`src/rtl/fp_instr_feeder.sv`:
```
// fp_instr_feeder
//   Issue stage in front of the FP wrapper. Holds a program RAM of 32-bit FP
//   instructions and issues a bounded run of them in order over a valid/ready
//   handshake. Results that come back are stored in a result RAM. Their
//   exception flags are ORed into a sticky error flag.
//
//   Ports
//     clk_i, rst_i           clock, asynchronous active-high reset
//     prog_we_i/addr/data    program RAM write port (accepted only in IDLE)
//     start_i, num_instr_i   run request and instruction count
//     abort_i                abandon the current run (flush pulse, no done)
//     instr_o, in_valid_o,   instruction handshake toward the wrapper
//       in_ready_i
//     result_i, status_i,    result handshake from the wrapper
//       out_valid_i, out_ready_o
//     flush_o                one-cycle flush pulse after an abort
//     res_rd_addr_i/data_o   combinational result RAM read port
//     busy_o, done_o, err_o  run status
//     issued_o, retired_o    run counters
//     cycles_o               busy-cycle counter
//
//   Build option
//     FP_FEEDER_CYCLES_EN    when defined, cycles_o counts busy cycles and
//                            saturates. Otherwise cycles_o is tied to zero.
module fp_instr_feeder #(
    parameter int DEPTH   = 32,
    parameter int AW      = $clog2(DEPTH),
    parameter int MAX_OUT = 4
) (
    input  logic          clk_i,
    input  logic          rst_i,
    input  logic          prog_we_i,
    input  logic [AW-1:0] prog_addr_i,
    input  logic [31:0]   prog_data_i,
    input  logic          start_i,
    input  logic [AW:0]   num_instr_i,
    input  logic          abort_i,
    output logic [31:0]   instr_o,
    output logic          in_valid_o,
    input  logic          in_ready_i,
    input  logic [31:0]   result_i,
    input  logic [4:0]    status_i,
    input  logic          out_valid_i,
    output logic          out_ready_o,
    output logic          flush_o,
    input  logic [AW-1:0] res_rd_addr_i,
    output logic [31:0]   res_rd_data_o,
    output logic          busy_o,
    output logic          done_o,
    output logic          err_o,
    output logic [AW:0]   issued_o,
    output logic [AW:0]   retired_o,
    output logic [31:0]   cycles_o
);

    localparam int            OW      = $clog2(MAX_OUT + 1);
    localparam logic [AW:0]   DEPTH_C = (AW+1)'(DEPTH);
    localparam logic [OW-1:0] MAX_C   = OW'(MAX_OUT);

    typedef enum logic [1:0] {S_IDLE, S_ISSUE, S_DRAIN, S_DONE} state_t;

    state_t        state, state_nxt;
    logic [31:0]   prog_mem [DEPTH];
    logic [31:0]   res_mem  [DEPTH];
    logic [AW:0]   count, issued, retired;
    logic [AW-1:0] issue_ptr, retire_ptr;
    logic [OW-1:0] outstanding;
    logic          err, flush;
    logic          start_idle, num_ok, abort_ok, issue_fire, retire_fire;

    assign num_ok      = (num_instr_i != '0) && (num_instr_i <= DEPTH_C);
    assign start_idle  = (state == S_IDLE) && start_i;
    assign issue_fire  = in_valid_o & in_ready_i;
    assign retire_fire = out_valid_i & out_ready_o;

    always_ff @(posedge clk_i or posedge rst_i) begin
        if (rst_i) state <= S_IDLE;
        else       state <= state_nxt;
    end

    // Both handshakes are withheld in the abort cycle. This keeps the
    // counters exactly where they were when the abort was seen.
    always_comb begin
        state_nxt   = state;
        in_valid_o  = 1'b0;
        out_ready_o = 1'b0;
        busy_o      = 1'b0;
        done_o      = 1'b0;
        abort_ok    = 1'b0;
        case (state)
            S_IDLE: begin
                if (start_i) state_nxt = num_ok ? S_ISSUE : S_DONE;
            end
            S_ISSUE: begin
                busy_o      = 1'b1;
                abort_ok    = abort_i;
                in_valid_o  = !abort_i && (issued < count) && (outstanding < MAX_C);
                out_ready_o = !abort_i && (outstanding != '0);
                if (abort_i)
                    state_nxt = S_IDLE;
                else if (in_valid_o && in_ready_i && (issued + (AW+1)'(1) == count))
                    state_nxt = S_DRAIN;
            end
            S_DRAIN: begin
                busy_o      = 1'b1;
                abort_ok    = abort_i;
                out_ready_o = !abort_i && (outstanding != '0);
                if (abort_i)                state_nxt = S_IDLE;
                else if (retired == count)  state_nxt = S_DONE;
            end
            S_DONE: begin
                done_o    = 1'b1;
                state_nxt = S_IDLE;
            end
            default: state_nxt = S_IDLE;
        endcase
    end

    always_ff @(posedge clk_i or posedge rst_i) begin
        if (rst_i) begin
            count       <= '0;
            issued      <= '0;
            retired     <= '0;
            issue_ptr   <= '0;
            retire_ptr  <= '0;
            outstanding <= '0;
            err         <= 1'b0;
            flush       <= 1'b0;
        end else begin
            flush <= abort_ok;
            if (start_idle) begin
                count       <= num_instr_i;
                issued      <= '0;
                retired     <= '0;
                issue_ptr   <= '0;
                retire_ptr  <= '0;
                outstanding <= '0;
                err         <= 1'b0;
            end else if (abort_ok) begin
                outstanding <= '0;
            end else begin
                if (issue_fire) begin
                    issue_ptr <= issue_ptr + AW'(1);
                    issued    <= issued + (AW+1)'(1);
                end
                if (retire_fire) begin
                    retire_ptr <= retire_ptr + AW'(1);
                    retired    <= retired + (AW+1)'(1);
                    err        <= err | (|status_i);
                end
                if (issue_fire && !retire_fire)
                    outstanding <= outstanding + OW'(1);
                else if (!issue_fire && retire_fire)
                    outstanding <= outstanding - OW'(1);
            end
        end
    end

    always_ff @(posedge clk_i) begin
        if (prog_we_i && (state == S_IDLE)) prog_mem[prog_addr_i] <= prog_data_i;
        if (retire_fire)                    res_mem[retire_ptr]   <= result_i;
    end

    assign instr_o       = (state == S_ISSUE) ? prog_mem[issue_ptr] : '0;
    assign res_rd_data_o = res_mem[res_rd_addr_i];
    assign flush_o       = flush;
    assign err_o         = err;
    assign issued_o      = issued;
    assign retired_o     = retired;

`ifdef FP_FEEDER_CYCLES_EN
    logic [31:0] cycles;

    always_ff @(posedge clk_i or posedge rst_i) begin
        if (rst_i)                       cycles <= '0;
        else if (start_idle)             cycles <= '0;
        else if (busy_o && cycles != '1) cycles <= cycles + 32'd1;
    end

    assign cycles_o = cycles;
`else
    assign cycles_o = '0;
`endif

endmodule

```
`config.mk`:
```
export PLATFORM = sky130hd
export DESIGN_NAME = fp_instr_feeder
export DESIGN_NICKNAME = d
export VERILOG_FILES = /design/src/rtl/fp_instr_feeder.sv
export SDC_FILE = /design/constraint.sdc
export NUM_CORES = 2
export LEC_CHECK = 0
export BUFFER_PORTS_ARGS = -buffer_cell sky130_fd_sc_hd__buf_2
export CORE_ASPECT_RATIO = 0.9
export CORE_MARGIN = 2
export CORE_UTILIZATION = 36
export CTS_BUF_LIST = sky130_fd_sc_hd__clkbuf_8
export DETAILED_ROUTE_END_ITERATION = 8
export GPL_ROUTABILITY_DRIVEN = 0
export SLEW_MARGIN = 10
export SYNTH_ARGS = -nofsm -noshare
export SYNTH_HDL_FRONTEND = slang
export SYNTH_SLANG_ARGS = --single-unit
export TNS_END_PERCENT = 100
```
`constraint.sdc`:
```
create_clock -name clk_i -period 4.99 [get_ports clk_i]
set_input_delay 0.998 -clock clk_i [delete_from_list [all_inputs] [get_ports clk_i]]
set_output_delay 0.998 -clock clk_i [all_outputs]
set_load 0.02 [all_outputs]
```
After elaboration in Yosys (flattened, before gate mapping)
Memory sizes are Yosys's and may differ from the RTL's. Index checks and enable logic that the tools add are counted.

Register bits: 35. RAM bits: 2048. Output and inout bits: 114. Word-level logic and storage cells: 92. Memories: 2.

Memories: prog_mem (words 32, width 32, read ports 1, clocked after memory_dff 0, write ports 1, line 63) `logic [31:0] prog_mem [DEPTH];`; res_mem (words 32, width 32, read ports 1, clocked after memory_dff 0, write ports 1, line 64) `logic [31:0] res_mem [DEPTH];`.

Add/sub/neg operators: 6. $lt $le $gt $ge: 3. Eq/ne operators: 9. Multiplexer cells: 36. Bitwise operators: 3. Reductions and logical operators: 24.

Operators by type and width (number): $mux W6 (6); $mux W32 (1); $mux W5 (6); $add A6 B1 Y6 const B (2); $eq A6 B6 Y1 (2); $mux W1 (12); $mux W2 (6); $mux W3 (4); $add A5 B1 Y5 const B (2); $logic_and A1 B1 Y1 (10); $pmux W2 S4 (1); $le A6 B6 Y1 const B (1); $lt A6 B6 Y1 (1); $ne A3 B3 Y1 const B (2); $reduce_bool A6 Y1 (1); $reduce_or A5 Y1 (1); $eq A2 B2 Y1 const B (2); $ne A2 B2 Y1 const B (2); $reduce_and A2 Y1 (2); $reduce_bool A2 Y1 (2); $reduce_bool A4 Y1 (1); $add A3 B1 Y3 const B (1); $logic_not A1 Y1 (3); $lt A3 B3 Y1 const B (1); 8 further kinds (9).

Logic depth before layout (Yosys ltp)
Depth in word-level cells: 11. Gate-level depth with buffers: 12. Depth with buffers taken out: 11.

Worst setup path before layout
Ideal clock, no wire load.

Path type: input-to-reg. Start point: input abort_i. End point: memory res_mem[28][0], enable pin. Setup time: 421 ps. Arrival: 3409 ps. Required time: 4569 ps. Setup slack: 1160 ps. Stages on the path: 5. Cell sequence: nor4bb_1 -> clkbuf_1 -> clkbuf_1 -> nand2_1 -> nor2_1.

Longest elaborated chain between the ends: 6.

RTL lines: start: declaration (line 37) `input logic abort_i,`; $logic_not A1 Y1 (line 98, 107); $logic_and A1 B1 Y1 (line 98, 107); $mux W1; $and A1 B1 Y1 (line 74) `assign retire_fire = out_valid_i & out_ready_o;`; $mux W1 (line 161) `if (retire_fire) res_mem[retire_ptr] <= result_i;`; $mux W1 (implied by the code) (line 161); end: declaration (line 64).

No other way between the ends.

Worst setup path in the final report
Start point: register issue_ptr[0]. End point: output instr_o[20].

Longest elaborated chain between the ends: 2.

RTL lines: start: declaration (line 66) `logic [AW-1:0] issue_ptr, retire_ptr;`; start signal: assignment (line 143) `issue_ptr <= issue_ptr + AW'(1);`; $mem_v2 Z32 W32; $mux W32 (line 164) `assign instr_o = (state == S_ISSUE) ? prog_mem[issue_ptr] : '0;`; end: declaration (line 38) `output logic [31:0] instr_o,`.

No other way between the ends.

==> results.cfg <==
[route]
wl_per_cell_um = 27.8
antenna_left = 0
dr.pass1.iters = 6
drt_iter0_markers = 3594
route.detailed.drc = 0
routed_via_density = 5.28
vias = 37832
totalWireLength_um = 200000

[worst_setup_path]
setup.worst_path.class = register to primary output
crit_path_start = issue_ptr[0]
start_kind = register
crit_path_end_kind = primary output
cp_max_fo = 17
arrival_ns = 3.72
rr_startpoint = state[0]
critPathRequiredTime_ns = 3.99

[flow_run]
max_cap_viol_count = 0

[cts]
cts_buffers = 350
cts_resized = 0
ctsHtreeMaxLevel = 5
cts_hold_buf = 0
path_clk_slew_ns = 0.05
cts_tree = yes
post-cts-setup-buffer-count = 0
cts_root_buf = clkbuf_8
clk_path_buf_depth = 4
clk_latency_ns = 1.05
clock-sinks = 2083

[die]
core-area_mm2 = 0.222
io_pins = 206
dieArea_mm2 = 0.227
placementRows = 164
initial_utilization_pct = 36.2
die_w_um = 502
die_h_um = 452

[logic_synthesis]
yosysMostFrequentCell = edfxtp_1
synth_area_leader_cell = edfxtp_1
synth_edf_count = 2048
avgSynthCellArea_um2 = 23.6
ys_types = 51
syn-cell-area_mm2 = 0.0804
ys_seq_area_share_pct = 77.5
synth.ff_latch_count = 2083
synth_flop_cell = edfxtp_1
synth_common_cells = 2048 x edfxtp_1, 576 x mux4_2, 131 x mux2i_1
syn_inst = 3410
synthTopCellsByArea = edfxtp_1 76%, mux4_2 16%, mux2i_1 1.6%
async_flop_share_pct = 1.68
yosysTopAreaCellShare_pct = 76.5
synth-warning-count = 0

[timing]
timing.hold.ws_ns = 0.118
rsz0062_at_grt = false
fin_crit_sh_pct = 94.5
period_minus_slack_ns = 4.71
final-setup-viol-count = 0
fin_skew_ns = 0.0690
max_freq_ghz = 0.212
tns_ns = 0
relSlewSlack_pct = 27.8
worst_pin_slew_ns = 1.08
fin_ws_ns = 0.277
hold_violations = 0
drv_slew = 0

[place]
place_worst_setup_slack_ns = 0.672
portBuffers = 173
placed_cells = 6556
place_hpwl_um = 109000

[layout]
nNetsFinal = 4032
drive_above_1_share_pct = 34.4
area_delta_synth_final_pct = 15.3
finalNonFillerCells = 7168

[power_and_ir_drop]
max-vdd-ir-drop_mv = 0.322
p_leak_nw = 29.0
power.total_mw = 38.0
powerDensity_mw_per_mm2 = 409

[global_route]
antenna_found_initial = 39
grt_pass1_wl_um = 282000
grt_pass1_vias = 39020
grt-ovfl-total = 0
track_usage_pct = 17.3
grt_max_degree = 63

[hold_path]
worstHoldPathType = input pin to asynchronous set/reset pin

[status]
outcome = completed
-- power by group --
group          leakage (nW)  switching [mW]  internal [mW]  total (mW)
Sequential             18.9           0.156           19.4        19.6
Clock                  3.56            6.62           7.20        13.8
Combinational          6.60            2.49           2.10        4.59
-- metrics by stage --
stage,area (um2),util (%)
floorplan,80500,-
global placement,86500,39.0
detailed placement,86500,39.0
CTS,92700,41.8
global route,92700,41.8
finish,92800,41.8
-- layer usage --
layer / part of all wire [%] / track usage (%) / up-vias
li1: - / - / 15578
met3: 6.8 / 3.84 / 385
met5: 0.040 / 0 / -
met2: 51 / 29.7 / 1455
met1: 40 / 22.2 / 20402
met4: 2.5 / 4.91 / 12
-- sequential cells by signal (all words and copies together), names as in the netlist --
| name | cells |
|---|---|
| prog_mem | 1024 |
| count | 6 |
| state | 2 |
| res_mem | 1024 |
| err_o | 1 |
| retire_ptr | 5 |
| retired_o | 6 |
| issued_o | 6 |
| issue_ptr | 5 |
| flush_o | 1 |
| outstanding | 3 |
-- worst paths after layout --
| kind | depth (start not counted) | to | slack, ns |
|---|---|---|---|
| worst min-delay path | 3 | outstanding[1] | 0.12 |
| max in group asynchronous | 3 | issue_ptr[1] | 4.50 |
| worst max register to register | 6 | res_mem[13][20] | 1.27 |
| min in group clk_i | 3 | count[3] | 0.23 |
| worst min register to register | 2 | err_o | 0.53 |
| worst max-delay path | 7 | instr_o[20] | 0.28 |
-- cell type report --
| class | count | area, um2 |
|---|---|---|
| Antenna cell | 10 | 25.0 |
| Sequential cell | 2083 | 62400 |
| Clock buffer | 359 | 4940 |
| Fill cell | 19244 | 129000 |
| Multi-Input combinational cell | 1128 | 17500 |
| Inverter | 20 | 75.1 |
| Tap cell | 2988 | 3740 |
| Clock inverter | 243 | 1260 |
| Timing Repair Buffer | 337 | 2780 |
-- cells by family (layout without fill, tap and decap cells) --
group | after synthesis | in the layout | synth area share [%]
AOI/OAI and AO/OA | 100 | 100 | 0.890
xor gates and xnor gates | 25 | 25 | 0.272
muxes | 740 | 740 | 18.2
other | 1 | 42 | 0.00466
DFF | 2083 | 2083 | 77.5
adders and majority gates | 20 | 20 | 0.320
buffers and inverters | 230 | 959 | 1.42
and+or+nand+nor | 211 | 211 | 1.32
-- critical path, stage by stage (launching register included) --
cell,delay [ns]
dfrtp_4,0.66
buf_12,0.27
buf_12,0.21
mux4_2,0.52
mux2i_1,0.26
a22oi_1,0.21
and3_1,0.34
buf_2,0.19
-- cells in the final DEF, fill, tap and decap left out, types with 4 or more instances in the layout --
master      instances
a22oi_1            64
nand3b_1            7
conb_1             32
or3_1               7
mux4_2            576
xnor2_1             8
or3b_2              6
inv_1             123
mux2_2             33
buf_2             169
bufinv_16          11
edfxtp_1         2048
o21ai_0            12
clkbuf_8          359
nor2_1             25
nor2_4             65
nand4_1            10
buf_12             52
xor2_1             17
a21oi_1            10
ha_1               18
nand2b_1            4
buf_4             113
nand3_1             9
diode_2            10
mux2i_1           131
nand2_1            26
clkinvlp_4          4
and3_1             34
dfrtp_1            32
clkinv_1           92
clkinv_2           30
Note: power is estimated with default switching activity, not from simulation.
